## config.mk

```make
export PLATFORM = sky130hd
export DESIGN_NAME = tile_drain_sequencer
export DESIGN_NICKNAME = d
export VERILOG_FILES = /design/src/rtl/tile_drain_sequencer.sv
export SDC_FILE = /design/constraint.sdc
export NUM_CORES = 1
export LEC_CHECK = 0
export ABC_AREA = 1
export CAP_MARGIN = 15
export CORE_ASPECT_RATIO = 0.9
export CORE_MARGIN = 2
export CORE_UTILIZATION = 35
export CTS_CLUSTER_DIAMETER = 30
export DETAILED_ROUTE_END_ITERATION = 8
export DONT_BUFFER_PORTS = 1
export SYNTH_ARGS = -nofsm -noshare
export SYNTH_HDL_FRONTEND = slang
export SYNTH_SLANG_ARGS = --single-unit
```

## constraint.sdc

```tcl
create_clock -name clk -period 6.6 [get_ports clk]
set_input_delay 1.65 -clock clk [delete_from_list [all_inputs] [get_ports clk]]
set_output_delay 1.65 -clock clk [all_outputs]
set_load 0.02 [all_outputs]
```

## src/rtl/tile_drain_sequencer.sv

```systemverilog
// Tile drain sequencer: accepts one SA_N x SA_N int8 tile at a time and drains it
// row by row to a non-backpressured pooling sink, tagging each lane with matrix coordinates.
module tile_drain_sequencer #(
    parameter int SA_N     = 4,
    parameter int MAX_N    = 512,
    parameter int N_BITS   = $clog2(MAX_N + 1),
    parameter int FILTER_H = 2,
    parameter int FILTER_W = 2
) (
    input  logic                    clk,
    input  logic                    reset,
    input  logic                    start,
    input  logic [N_BITS-1:0]       mat_rows,
    input  logic [N_BITS-1:0]       mat_cols,
    input  logic                    tile_valid,
    input  logic signed [7:0]       tile_data [SA_N][SA_N],
    output logic                    tile_ready,
    input  logic                    sink_idle,
    output logic [N_BITS-1:0]       pos_row,
    output logic [N_BITS-1:0]       pos_col,
    output logic [SA_N-1:0]         out_valid,
    output logic [N_BITS-1:0]       out_row [SA_N],
    output logic [N_BITS-1:0]       out_col [SA_N],
    output logic signed [7:0]       out_data [SA_N],
    output logic                    busy,
    output logic                    done
);

    localparam int R_W = (SA_N > 1) ? $clog2(SA_N) : 1;
    localparam int W1  = N_BITS + 1;

    if (SA_N < FILTER_H || SA_N < FILTER_W || (SA_N & (SA_N - 1)) != 0) begin : g_param_check
        $fatal(1, "SA_N must be a power of two no smaller than the pooling window");
    end

    typedef enum logic [2:0] {IDLE, WAIT_TILE, DRAIN, SETTLE, WAIT_SINK} state_t;

    state_t             state, state_nxt;
    logic [R_W-1:0]     row_cnt;
    logic [N_BITS-1:0]  rows_q, cols_q;
    logic signed [7:0]  tile_q [SA_N][SA_N];
    logic               accept, last_row, last_tile;
    logic [W1-1:0]      row_end, col_end, drain_row;
    logic [W1-1:0]      lane_col [SA_N];

    // One bit of headroom so the bounds compares happen before any wrap
    assign row_end   = {1'b0, pos_row} + W1'(SA_N);
    assign col_end   = {1'b0, pos_col} + W1'(SA_N);
    assign drain_row = {1'b0, pos_row} + W1'(row_cnt);
    assign last_row  = (row_cnt == R_W'(SA_N - 1));
    assign last_tile = (row_end >= {1'b0, rows_q}) && (col_end >= {1'b0, cols_q});
    assign accept    = (state == WAIT_TILE) && tile_valid;

    always_comb begin
        for (int c = 0; c < SA_N; c++) begin
            lane_col[c] = {1'b0, pos_col} + W1'(c);
        end
    end

    always_ff @(posedge clk or posedge reset) begin
        if (reset) state <= IDLE;
        else       state <= state_nxt;
    end

    always_comb begin
        state_nxt = state;
        case (state)
            IDLE:      if (start) state_nxt = WAIT_TILE;
            WAIT_TILE: if (tile_valid) state_nxt = DRAIN;
            DRAIN:     if (last_row) state_nxt = SETTLE;
            SETTLE:    state_nxt = WAIT_SINK;
            WAIT_SINK: if (sink_idle) state_nxt = last_tile ? IDLE : WAIT_TILE;
            default:   state_nxt = IDLE;
        endcase
    end

    always_comb begin
        tile_ready = (state == WAIT_TILE);
        busy       = (state != IDLE);
    end

    always_ff @(posedge clk or posedge reset) begin
        if (reset) begin
            rows_q  <= '0;
            cols_q  <= '0;
            pos_row <= '0;
            pos_col <= '0;
            row_cnt <= '0;
            done    <= 1'b0;
        end else begin
            done <= 1'b0;
            case (state)
                IDLE: if (start) begin
                    rows_q  <= mat_rows;
                    cols_q  <= mat_cols;
                    pos_row <= '0;
                    pos_col <= '0;
                end
                WAIT_TILE: if (tile_valid) row_cnt <= '0;
                DRAIN:     row_cnt <= row_cnt + 1'b1;
                WAIT_SINK: if (sink_idle) begin
                    if (last_tile) begin
                        done <= 1'b1;
                    end else if (col_end >= {1'b0, cols_q}) begin
                        pos_col <= '0;
                        pos_row <= row_end[N_BITS-1:0];
                    end else begin
                        pos_col <= col_end[N_BITS-1:0];
                    end
                end
                default: ;
            endcase
        end
    end

    always_ff @(posedge clk) begin
        if (accept) tile_q <= tile_data;
    end

    // Registered lane outputs: one row per DRAIN cycle, suppressed outside the matrix
    always_ff @(posedge clk or posedge reset) begin
        if (reset) begin
            out_valid <= '0;
            for (int c = 0; c < SA_N; c++) begin
                out_row[c]  <= '0;
                out_col[c]  <= '0;
                out_data[c] <= '0;
            end
        end else if (state == DRAIN) begin
            for (int c = 0; c < SA_N; c++) begin
                out_valid[c] <= (drain_row < {1'b0, rows_q}) && (lane_col[c] < {1'b0, cols_q});
                out_row[c]   <= drain_row[N_BITS-1:0];
                out_col[c]   <= lane_col[c][N_BITS-1:0];
                out_data[c]  <= tile_q[row_cnt][c];
            end
        end else begin
            out_valid <= '0;
        end
    end

endmodule

```

==> flow_metrics.py <==
metrics = {
    "outcome": {
        "status": "finished, final reports clean",
    },
    "detailed_routing": {
        "vias": 7266,
        "first_pass_iters": 5,
        "antenna_left": 0,
        "drc": 0,
        "vias_per_cell": 4.87,
        "wl_per_cell_um": 17.9,
        "drtIter0Drc": 330,
        "wl_mm": 26.6,
    },
    "worst_setup_path": {
        "critPathMaxFanout": 6,
        "crit_required_ps": 4950,
        "start_kind": "flop",
        "end_kind": "primary output",
        "worstReg2RegStart": "state[2]",
        "rrSetupSlack_ps": 3560,
        "cp_num_buf_inv": 0,
        "cpPeakStageDelay_ps": 840,
        "slowest_stage": "nor3_1",
        "cp_num_cells": 1,
        "crit_chain": "nor3_1",
        "crit_type": "reg -> out",
        "cpLargestDelayFamily": "simple AND/OR/NAND/NOR gates",
        "arrival_ps": 1860,
        "reg2reg_to": "tile_q[73]",
        "r2r_cells": 4,
    },
    "clock_tree": {
        "cts_tree": "built",
        "cts_setup_buffers": 0,
        "cts_buffer_depth": 3,
        "clock-sinks": 237,
        "cts_made_buffers": 51,
        "clock_latency_ps": 570,
        "path_clk_slew_ps": 40,
        "htreeDepth": 2,
        "cts_hold_buf": 0,
        "ctsResizeCount": 0,
        "cts-root-buf": "clkbuf_16",
    },
    "final_layout": {
        "layout_common_cells": "nand2_1 (258), edfxtp_1 (128), nor2_1 (115), dfrtp_1 (108), o21ai_0 (77)",
        "final_util_pct": 41.4,
        "multi_input_area_um2": 3480,
        "drive_above_1_share_pct": 11.3,
        "nFillCells": 2937,
        "seq_area_um2": 6570,
        "final_cell_area_um2": 12800,
        "syn_to_final_growth_pct": 16.5,
        "final_nets": 1239,
        "final_common_cell": "nand2_1",
    },
    "worst_hold_path": {
        "whs_path_depth": 2,
        "hold_end": "rows_q[6]",
        "holdCritPathClass": "reg -> reg",
        "min-delay-start": "rows_q[6]",
    },
    "place": {
        "gp_congestion": 0.848,
        "placed_cell_area_um2": 10900,
        "dp_hpwl_mm": 17.7,
        "port_buffers": 0,
    },
    "sta": {
        "skew_ps": 22.0,
        "grt_setup_unrepaired": "no",
        "slew_viol_final": 0,
        "min_period_ps": 3510,
        "tightest_slew_ps": 999,
        "finalSetupViolCount": 0,
        "timing.fmax_mhz": 285,
        "fin_tns_setup_ps": 0,
        "final.period_utilization_pct": 53.1,
        "max_slew_margin_pct": 32.9,
        "hold_viol_final": 0,
    },
    "die": {
        "start_util_pct": 35.5,
        "row_count": 61,
        "dieArea_um2": 32700,
        "io_pins": 292,
        "die_y_um": 172,
        "die_x_um": 191,
        "core_area_um2": 30800,
    },
    "logic_synthesis": {
        "seq_area_frac_synth_pct": 60.0,
        "synth_seq_cells": 237,
        "yosys_warnings": 0,
        "syn_area_um2": 11000,
        "synth_async_sr_flop_share_pct": 46.0,
        "synth_ff_type": "edfxtp_1",
        "syn_inst": 1083,
        "synth_cell_types": 41,
        "synth_edf_count": 128,
        "syn_avg_cell_area_um2": 10.1,
    },
    "global_route": {
        "top_usage_layer": "met2",
        "grt_start_max_net_pins": 67,
        "use_met3_pct": 6.96,
        "gr-usage-met2_pct": 26.1,
        "grt.total_usage_pct": 16.2,
        "grt_pass1_wl_mm": 40.6,
        "antenna_found_initial": 13,
        "grt_use_met1_pct": 19.2,
        "grt.overflow.total": 0,
        "grt_pass1_vias": 7180,
    },
    "flow_run": {
        "max_cap_violations": 0,
    },
    "power": {
        "irDropWorstVdd_mv": 0.263,
        "p_leak_nw": 5.64,
        "pwr_density_cell_nw_per_um2": 497,
    },
}
[how the worst max path moves through the flow]
stage | endpoint | from | slack (ps)
floorplan | tile_q[0] | tile_valid | 1120
global placement | tile_q[108] | tile_valid | 3360
detailed placement | tile_q[108] | tile_valid | 3340
CTS | tile_ready | state[2] | 3070
global route | tile_ready | state[2] | 3040
finish | tile_ready | state[2] | 3090
[per-layer routing]
metal  vias up  wire [um]
met1      3416      10700
met5         -         85
li1       3483          -
met3        65       2640
met2       288      12500
met4        14        712
[through the flow]
step	power, mW	hold WS, ps	cells	worst slack [ps]
global route	6.71	596	1491	3040
detailed placement	3.73	541	1390	3340
finish	6.35	548	1491	3090
global placement	3.70	540	1390	3360
CTS	6.42	551	1486	3070
floorplan	3.41	499	1091	1120
[final cells by class]
cell class	count	share of cell area, %
Antenna cell	4	0.0784
Clock buffer	63	10.8
Clock inverter	33	3.71
Inverter	65	1.93
Multi-Input combinational cell	670	27.3
Sequential cell	237	51.5
Tap cell	409	4.01
Timing Repair Buffer	10	0.745
[cells in the mapped netlist (2+ instances only)]
library cell  number  area share (%)
a21o_1             2            0.14
a21oi_1           40             1.8
and3_1             2            0.11
buf_2             14            0.64
buf_4             61             4.2
clkbuf_1          42             1.4
dfrtp_1          109              25
edfxtp_1         128              35
ha_1              51             5.8
inv_1             61             2.1
inv_2              4            0.14
nand2_1          258             8.8
nand2_2            3            0.17
nand2_4            2            0.21
nand3_1           15            0.69
nand3_4            2            0.32
nand3b_1           2            0.14
nand4_1           13            0.74
nor2_1           116             4.0
nor2_2             4            0.23
nor3_1             7            0.32
nor3_2             2            0.18
nor3b_1            2            0.14
o211ai_1           3            0.21
o21ai_0           77             3.5
o21ai_1            7            0.32
o22ai_1           32             1.8
or2_2              2            0.11
xnor2_1            2            0.16
xor2_1             9            0.72
[worst reg2reg max path: stages, from the launching register on]
cell and delay, ps:
dfrtp_1 460, nor3_1 840, inv_1 220, nor2_4 440
buf_4 690
[cells by family after synthesis]
group / after synthesis / synth area share (%)
muxes: 2 / 0.194
DFF: 237 / 60.0
AOI/OAI and AO/OA: 164 / 8.04
other: 1 / 0.0342
buffers and inverters: 184 / 8.63
xor gates and xnor gates: 11 / 0.879
and+or+nand+nor: 433 / 16.4
adders and majority gates: 51 / 5.82
[state kept, by name, indices dropped and copies added, names as in the netlist]
name / flops
out_valid: 4
rows_q: 10
pos_row: 8
cols_q: 10
row_cnt: 2
tile_q: 128
out_data: 32
done: 1
out_col: 21
state: 3
pos_col: 8
out_row: 10
[power breakdown]
group          internal [mW]  leakage, nW  switching (mW)
combinational          0.373         2.18           0.924
sequential              1.99         2.59           0.407
clock                   1.80        0.876           0.849
No activity file was read; power rests on OpenSTA's default activity.
